==> config.mk <==
export PLATFORM = sky130hd
export DESIGN_NAME = processor_top
export DESIGN_NICKNAME = d
export VERILOG_FILES = /design/src/rtl/processor_top.sv
export SDC_FILE = /design/constraint.sdc
export NUM_CORES = 1
export LEC_CHECK = 0
export CAP_MARGIN = 10
export CORE_MARGIN = 2
export CORE_UTILIZATION = 35
export DETAILED_ROUTE_END_ITERATION = 10
export GPL_ROUTABILITY_DRIVEN = 0
export PLACE_DENSITY = 0.68
export SKIP_CTS_REPAIR_TIMING = 1
export SYNTH_ARGS = -nofsm -noshare
export SYNTH_HDL_FRONTEND = slang
export SYNTH_SLANG_ARGS = --single-unit
==> constraint.sdc <==
create_clock -name CLK -period 4.61 [get_ports CLK]
set_clock_uncertainty 0.1 [all_clocks]
set_input_delay 0.922 -clock CLK [delete_from_list [all_inputs] [get_ports CLK]]
set_output_delay 0.922 -clock CLK [all_outputs]
set_load 0.02 [all_outputs]
==> src/rtl/processor_top.sv <==
// Minimal accumulator processor board top: fixed 16-word ROM program executed one
// instruction per clock, LED output port, loop counter, and an 8-digit multiplexed
// 7-segment display showing LED (digits 0-3) and the loop count (digits 4-7).
module processor_top #(
  parameter int unsigned REFRESH_LOG2 = 2
) (
  input  logic        CLK,
  input  logic        Reset,
  input  logic [15:0] SW,
  output logic [15:0] LED,
  output logic [7:0]  SevenSegAn,
  output logic [6:0]  SevenSegCat
);

  typedef enum logic [3:0] {
    OP_NOP  = 4'h0,
    OP_LDSW = 4'h1,
    OP_LDI  = 4'h2,
    OP_ADDI = 4'h3,
    OP_OUT  = 4'h4,
    OP_INC  = 4'h5,
    OP_JMP  = 4'h6,
    OP_BZ   = 4'h7
  } opcode_t;

  logic [3:0]              pc;
  logic [15:0]             acc;
  logic [15:0]             cnt;
  logic [15:0]             instr;
  logic [3:0]              op;
  logic [11:0]             imm;
  logic [REFRESH_LOG2-1:0] scan;
  logic [2:0]              idx;
  logic [15:0]             word;
  logic [3:0]              nib;

  // Program ROM: read SW, drive LED, count the loop, jump back; rest is NOP
  always_comb begin
    instr = '0;
    case (pc)
      4'd0:    instr = {OP_LDSW, 12'h000};
      4'd1:    instr = {OP_OUT,  12'h000};
      4'd2:    instr = {OP_INC,  12'h000};
      4'd3:    instr = {OP_JMP,  12'h000};
      default: instr = {OP_NOP,  12'h000};
    endcase
  end

  assign op  = instr[15:12];
  assign imm = instr[11:0];

  // Instruction execution; opcodes 8-F fall through as NOP
  always_ff @(posedge CLK) begin
    if (Reset) begin
      pc  <= '0;
      acc <= '0;
      cnt <= '0;
      LED <= '0;
    end else begin
      pc <= pc + 4'd1;
      case (op)
        OP_LDSW: acc <= SW;
        OP_LDI:  acc <= {4'b0000, imm};
        OP_ADDI: acc <= acc + {4'b0000, imm};
        OP_OUT:  LED <= acc;
        OP_INC:  cnt <= cnt + 16'd1;
        OP_JMP:  pc  <= imm[3:0];
        OP_BZ:   if (acc == '0) pc <= imm[3:0];
        default: ;
      endcase
    end
  end

  // Digit scan: advance the digit index once per 2**REFRESH_LOG2 clocks
  always_ff @(posedge CLK) begin
    if (Reset) begin
      scan <= '0;
      idx  <= '0;
    end else begin
      scan <= scan + 1'b1;
      if (scan == '1) idx <= idx + 3'd1;
    end
  end

  // Anode and cathodes are both decoded from registered state only, so they
  // switch on the same edge and no digit shows its neighbour's segments
  always_comb begin
    word        = idx[2] ? cnt : LED;
    nib         = word[{idx[1:0], 2'b00} +: 4];
    SevenSegAn  = ~(8'b0000_0001 << idx);
    SevenSegCat = 7'h40;
    case (nib)
      4'h0: SevenSegCat = 7'h40;
      4'h1: SevenSegCat = 7'h79;
      4'h2: SevenSegCat = 7'h24;
      4'h3: SevenSegCat = 7'h30;
      4'h4: SevenSegCat = 7'h19;
      4'h5: SevenSegCat = 7'h12;
      4'h6: SevenSegCat = 7'h02;
      4'h7: SevenSegCat = 7'h78;
      4'h8: SevenSegCat = 7'h00;
      4'h9: SevenSegCat = 7'h10;
      4'hA: SevenSegCat = 7'h08;
      4'hB: SevenSegCat = 7'h03;
      4'hC: SevenSegCat = 7'h46;
      4'hD: SevenSegCat = 7'h21;
      4'hE: SevenSegCat = 7'h06;
      4'hF: SevenSegCat = 7'h0E;
      default: SevenSegCat = 7'h40;
    endcase
  end

endmodule

==> results.py, run 1 <==
metrics = {
    "critical_path": {
        "crit_required_ns": 3.59,
        "cp-start-kind": "register",
        "crit_fanout": 14,
        "worstSetupPathType": "register to primary output",
        "crit_arrival_ns": 3.25,
        "cp-end-kind": "primary output",
    },
    "final_layout": {
        "final_util_pct": 46.6,
        "final_area_sq_um": 3640,
        "n_antenna_cell": 0,
        "area_growth_pct": 27.4,
        "layout_commonest_cell": "dfxtp_1",
        "nNetsFinal": 378,
        "layout-drive-gt1-share_pct": 9.51,
        "final_cell_mix": "56 x dfxtp_1, 49 x nor2_1, 47 x clkdlybuf4s50_1",
    },
    "logic_synthesis": {
        "synthMuxAreaShare_pct": 22.2,
        "async_flop_share_pct": 0,
        "synth-edff-count": 0,
        "yosys.area_share.simple_pct": 16.3,
        "synth_top_family_by_area": "multiplexers",
        "syn_inst": 295,
        "synthesis.area_sq_um": 2860,
        "ys_seq_area_share_pct": 39.9,
        "yosys.area_share.adder_pct": 7.88,
        "synth_xor_area_share_pct": 2.76,
        "ys_ff_latch": 57,
        "synth_compound_area_share_pct": 7.18,
        "ys_warn_count": 0,
        "avgSynthCellArea_sq_um": 9.68,
        "synth_nets": 331,
        "ys_dominant_reg_cell": "dfxtp_1",
        "synth.distinct_cells": 35,
    },
    "detailed_routing": {
        "wl_per_cell_um": 14.3,
        "vias": 2280,
        "drcViolationCount": 0,
        "ant_nets": 0,
        "drt_iter0_drc": 134,
        "routed_wl_um": 6440,
        "via_per_inst": 5.08,
        "drtPass1Iterations": 4,
    },
    "grt": {
        "grt_first_pass_wirelength_um": 10800,
        "gr-usage-all-layers_pct": 15.8,
        "grt-ovfl-total": 0,
        "grt_max_degree": 56,
        "antenna_found_initial": 0,
        "grt_pass1_vias": 2164,
    },
    "placed_design": {
        "placed_area_sq_um": 3410,
        "port_buffers": 48,
        "hpwl_um": 4710,
    },
    "pwr": {
        "leakage_nw": 1.55,
        "ir_worst_vdd_uv": 162,
        "power.density_nw_per_um2": 349,
    },
    "timing": {
        "slew_viol_final": 0,
        "slew_headroom_pct": 30.2,
        "tns_ns": 0,
        "hold_viol_final": 0,
        "finalCritPeriodShare_pct": 92.6,
        "setup_violations": 0,
        "worstMarginPinSlew_ns": 1.04,
        "fin_crit_ns": 4.27,
        "timing.fmax_mhz": 234,
        "rsz0062_at_grt": "false",
    },
    "outcome": {
        "status": "finished, final reports clean",
    },
    "floorplanning": {
        "start_util_pct": 36.6,
        "core_area_sq_um": 7810,
        "rows": 32,
        "die_h_um": 94.3,
        "boundaryPins": 49,
        "die_area_sq_um": 8900,
        "die-width_um": 94.3,
    },
    "clocking": {
        "cts_buffers": 9,
        "cts_max_path_buffers": 2,
        "clk_pin_slew_ns": 0.07,
        "cts_tree": "done",
        "worstSkewPairLatency_ns": 0.34,
        "root_buffer": "clkbuf_8",
        "clock_sinks": 57,
        "htree_levels": 3,
    },
    "worst_hold_path": {
        "hp-class": "register to register",
    },
    "run": {
        "maxCapViolations": 0,
    },
}
## sequential cells by signal (all words and copies together), names as in the netlist
name  count
LED      16
acc      16
cnt      16
idx       3
pc        4
scan      2
## path summary, 6_finish.rpt
check,from,to,slack [ns],cells past startpoint
setup / recovery,idx[2],SevenSegCat[0],0.34,6
hold / removal,scan[0],scan[0],0.32,1
setup reg to reg,pc[0],cnt[15],2.08,5
hold reg to reg,scan[0],scan[0],0.32,1
## where the power goes
part           total [W]  switching, W  internal, W
sequential      0.000552     0.0000304     0.000522
clock           0.000522      0.000204     0.000318
combinational   0.000194     0.0000956    0.0000987
total            0.00127      0.000330     0.000939
## per-layer routing
metal / wire length (um) / GRT usage, %
met3: 332 / 4.39
met5: 0 / 0
met2: 3010 / 25.5
met1: 3040 / 20.0
met4: 60 / 6.64
## layout make-up
type | instances | area, sq um
clock inverter | 5 | 78.8
timing repair buffer | 49 | 483
inverter | 14 | 52.6
multi-input combinational | 211 | 1610
clock buffer | 11 | 141
sequential | 57 | 1140
fill | 744 | 4170
tap | 102 | 128
## cell usage after synthesis, types with 7 or more instances
cell type,number,area [sq um]
ha_1,18,225
mux4_2,8,180
xnor2_1,7,61.3
o21ai_0,8,40.0
dfxtp_1,57,1140
nor2_1,49,184
nand3_1,10,50.1
mux2i_1,42,420
nand2_1,10,37.5
inv_1,13,48.8
a21oi_1,12,60.1
clkbuf_1,8,30.0
## logic make-up (layout without fill, tap and decap cells)
kind of cell | count (synthesis) | count (layout)
compound gates | 33 | 33
xor+xnor | 9 | 9
buf+inv | 27 | 79
fa+ha+maj | 18 | 18
flops | 57 | 57
mux | 53 | 53
simple gates | 98 | 98
## stage by stage
step	worst slack, ns	power (W)	std cells	hold slack (ns)
floorplan	1.09	0.000692	295	0.299
global placement	0.585	0.000752	433	0.308
detailed placement	0.507	0.000760	433	0.316
CTS	0.130	0.00128	449	0.326
global route	0.152	0.00133	449	0.337
finish	0.340	0.00127	449	0.323
## worst max-delay path: stages (launching register included)
cell             delay (ns)
dfxtp_1                0.67
mux4_2                 0.57
mux2i_1                0.48
buf_4                  0.28
xnor2_1                0.07
a211o_1                0.30
clkdlybuf4s50_1        0.53
No activity file was read; power rests on OpenSTA's default activity.
==> run 2: changes to the inputs <==
DONT_BUFFER_PORTS = 1   (was unset)
PLACE_DENSITY = 0.6   (was 0.68)
==> run 2 against run 1 <==
Net effect:
- global-route usage is essentially flat
- clock power fell by 15%
- first-iteration DRC count fell by 32%
- register-to-register slack worse by 0.02 ns
- largest cell class unchanged
- highest routed layer unchanged
==> results.py, run 2 (same netlist as run 1, synthesis figures left out) <==
metrics = {
    "clocking": {
        "clock_sinks": 57,
        "worstSkewPairLatency_ns": 0.34,
        "htree_levels": 3,
        "root_buffer": "clkbuf_8",
        "cts_buffers": 9,
        "cts_max_path_buffers": 2,
        "clk_pin_slew_ns": 0.07,
        "cts_tree": "done",
    },
    "grt": {
        "antenna_found_initial": 0,
        "grt_first_pass_wirelength_um": 10700,
        "gr-usage-all-layers_pct": 15.8,
        "grt_pass1_vias": 2083,
        "grt_max_degree": 56,
        "grt-ovfl-total": 0,
    },
    "pwr": {
        "leakage_nw": 1.37,
        "power.density_nw_per_um2": 367,
        "ir_worst_vdd_uv": 128,
    },
    "detailed_routing": {
        "ant_nets": 0,
        "drcViolationCount": 0,
        "via_per_inst": 5.21,
        "wl_per_cell_um": 16.0,
        "vias": 2098,
        "drtPass1Iterations": 4,
        "routed_wl_um": 6460,
        "drt_iter0_drc": 91,
    },
    "floorplanning": {
        "core_area_sq_um": 7810,
        "die-width_um": 94.3,
        "die_h_um": 94.3,
        "boundaryPins": 49,
        "start_util_pct": 36.6,
        "die_area_sq_um": 8900,
        "rows": 32,
    },
    "timing": {
        "setup_violations": 0,
        "hold_viol_final": 0,
        "timing.fmax_mhz": 250,
        "finalCritPeriodShare_pct": 86.7,
        "fin_crit_ns": 4.00,
        "finalWorstSetupSlack_ns": 0.614,
        "slew_viol_final": 0,
        "slew_headroom_pct": 27.8,
        "rsz0062_at_grt": "false",
        "worstMarginPinSlew_ns": 1.08,
        "tns_ns": 0,
    },
    "critical_path": {
        "crit_required_ns": 3.59,
        "cp-start-kind": "register",
        "crit_arrival_ns": 2.97,
        "crit_fanout": 12,
        "worstSetupPathType": "register to primary output",
        "cp-end-kind": "primary output",
    },
    "final_layout": {
        "layout-drive-gt1-share_pct": 11.0,
        "area_growth_pct": 10.1,
        "n_fill_cell": 797,
        "final_cell_mix": "57 x dfxtp_1, 49 x nor2_1, 42 x mux2i_1",
        "layout_commonest_cell": "dfxtp_1",
        "n_antenna_cell": 0,
        "final_area_sq_um": 3140,
        "nNetsFinal": 332,
        "largestRegisters": "LED: 16 flops, acc: 16 flops, cnt: 16 flops",
    },
    "placed_design": {
        "pre_cts_ws_ns": 0.936,
        "placed_area_sq_um": 2950,
        "port_buffers": 0,
        "hpwl_um": 4590,
    },
    "run": {
        "maxCapViolations": 0,
    },
    "outcome": {
        "status": "finished, final reports clean",
    },
    "worst_hold_path": {
        "hp-class": "register to register",
    },
}
## run 2: cell types whose count changed in the layout (fill, tap and decap cells not counted), sizes merged
cell / change
buf: +1
bufinv: -2
inv: +1
clkdlybuf4s50: -47
clkinvlp: +1
## run 2: area by class of cell
cell class | instances | area, sq um | area share (%)
Clock buffer | 11 | 151 | 4.81
Timing Repair Buffer | 3 | 22.5 | 0.716
Multi-Input combinational cell | 211 | 1610 | 51.2
Sequential cell | 57 | 1140 | 36.3
Tap cell | 102 | 128 | 4.06
Inverter | 14 | 52.6 | 1.67
Clock inverter | 5 | 38.8 | 1.23
## run 2: path summary, 6_finish.rpt
path / to / startpoint / cells past startpoint / slack (ns)
max: SevenSegCat[1] / idx[1] / 4 / 0.61
min: scan[0] / scan[0] / 1 / 0.33
max reg2reg: acc[0] / pc[0] / 5 / 2.06
min reg2reg: scan[0] / scan[0] / 1 / 0.33
## run 2: critical path, cell delays in order (launching register included)
cell and delay (ns):
dfxtp_1 0.67, mux4_2 0.56, mux2i_1 0.47, mux2_2 0.40
o21ai_0 0.53
## run 2: metal layers
layer	track usage (%)	part of all wire, %	routed length (um)
met2	24.9	46	2970
met5	0	0	0
met4	6.40	1.4	91
met1	19.3	45	2920
met3	6.30	7.3	472
## run 2: power by group
part | switching, W | internal (W)
logic | 0.0000799 | 0.0000735
clock network | 0.000217 | 0.000227
registers | 0.0000355 | 0.000521
## run 2: through the flow
step	total power [W]	utilization (%)	std cells	hold WS (ns)
after floorplan	0.000692	-	295	0.299
after global placement	0.000718	37.8	387	0.304
after detailed placement	0.000723	37.8	387	0.329
after CTS	0.00117	40.3	403	0.339
after global routing	0.00121	40.3	403	0.348
final	0.00115	40.3	403	0.325
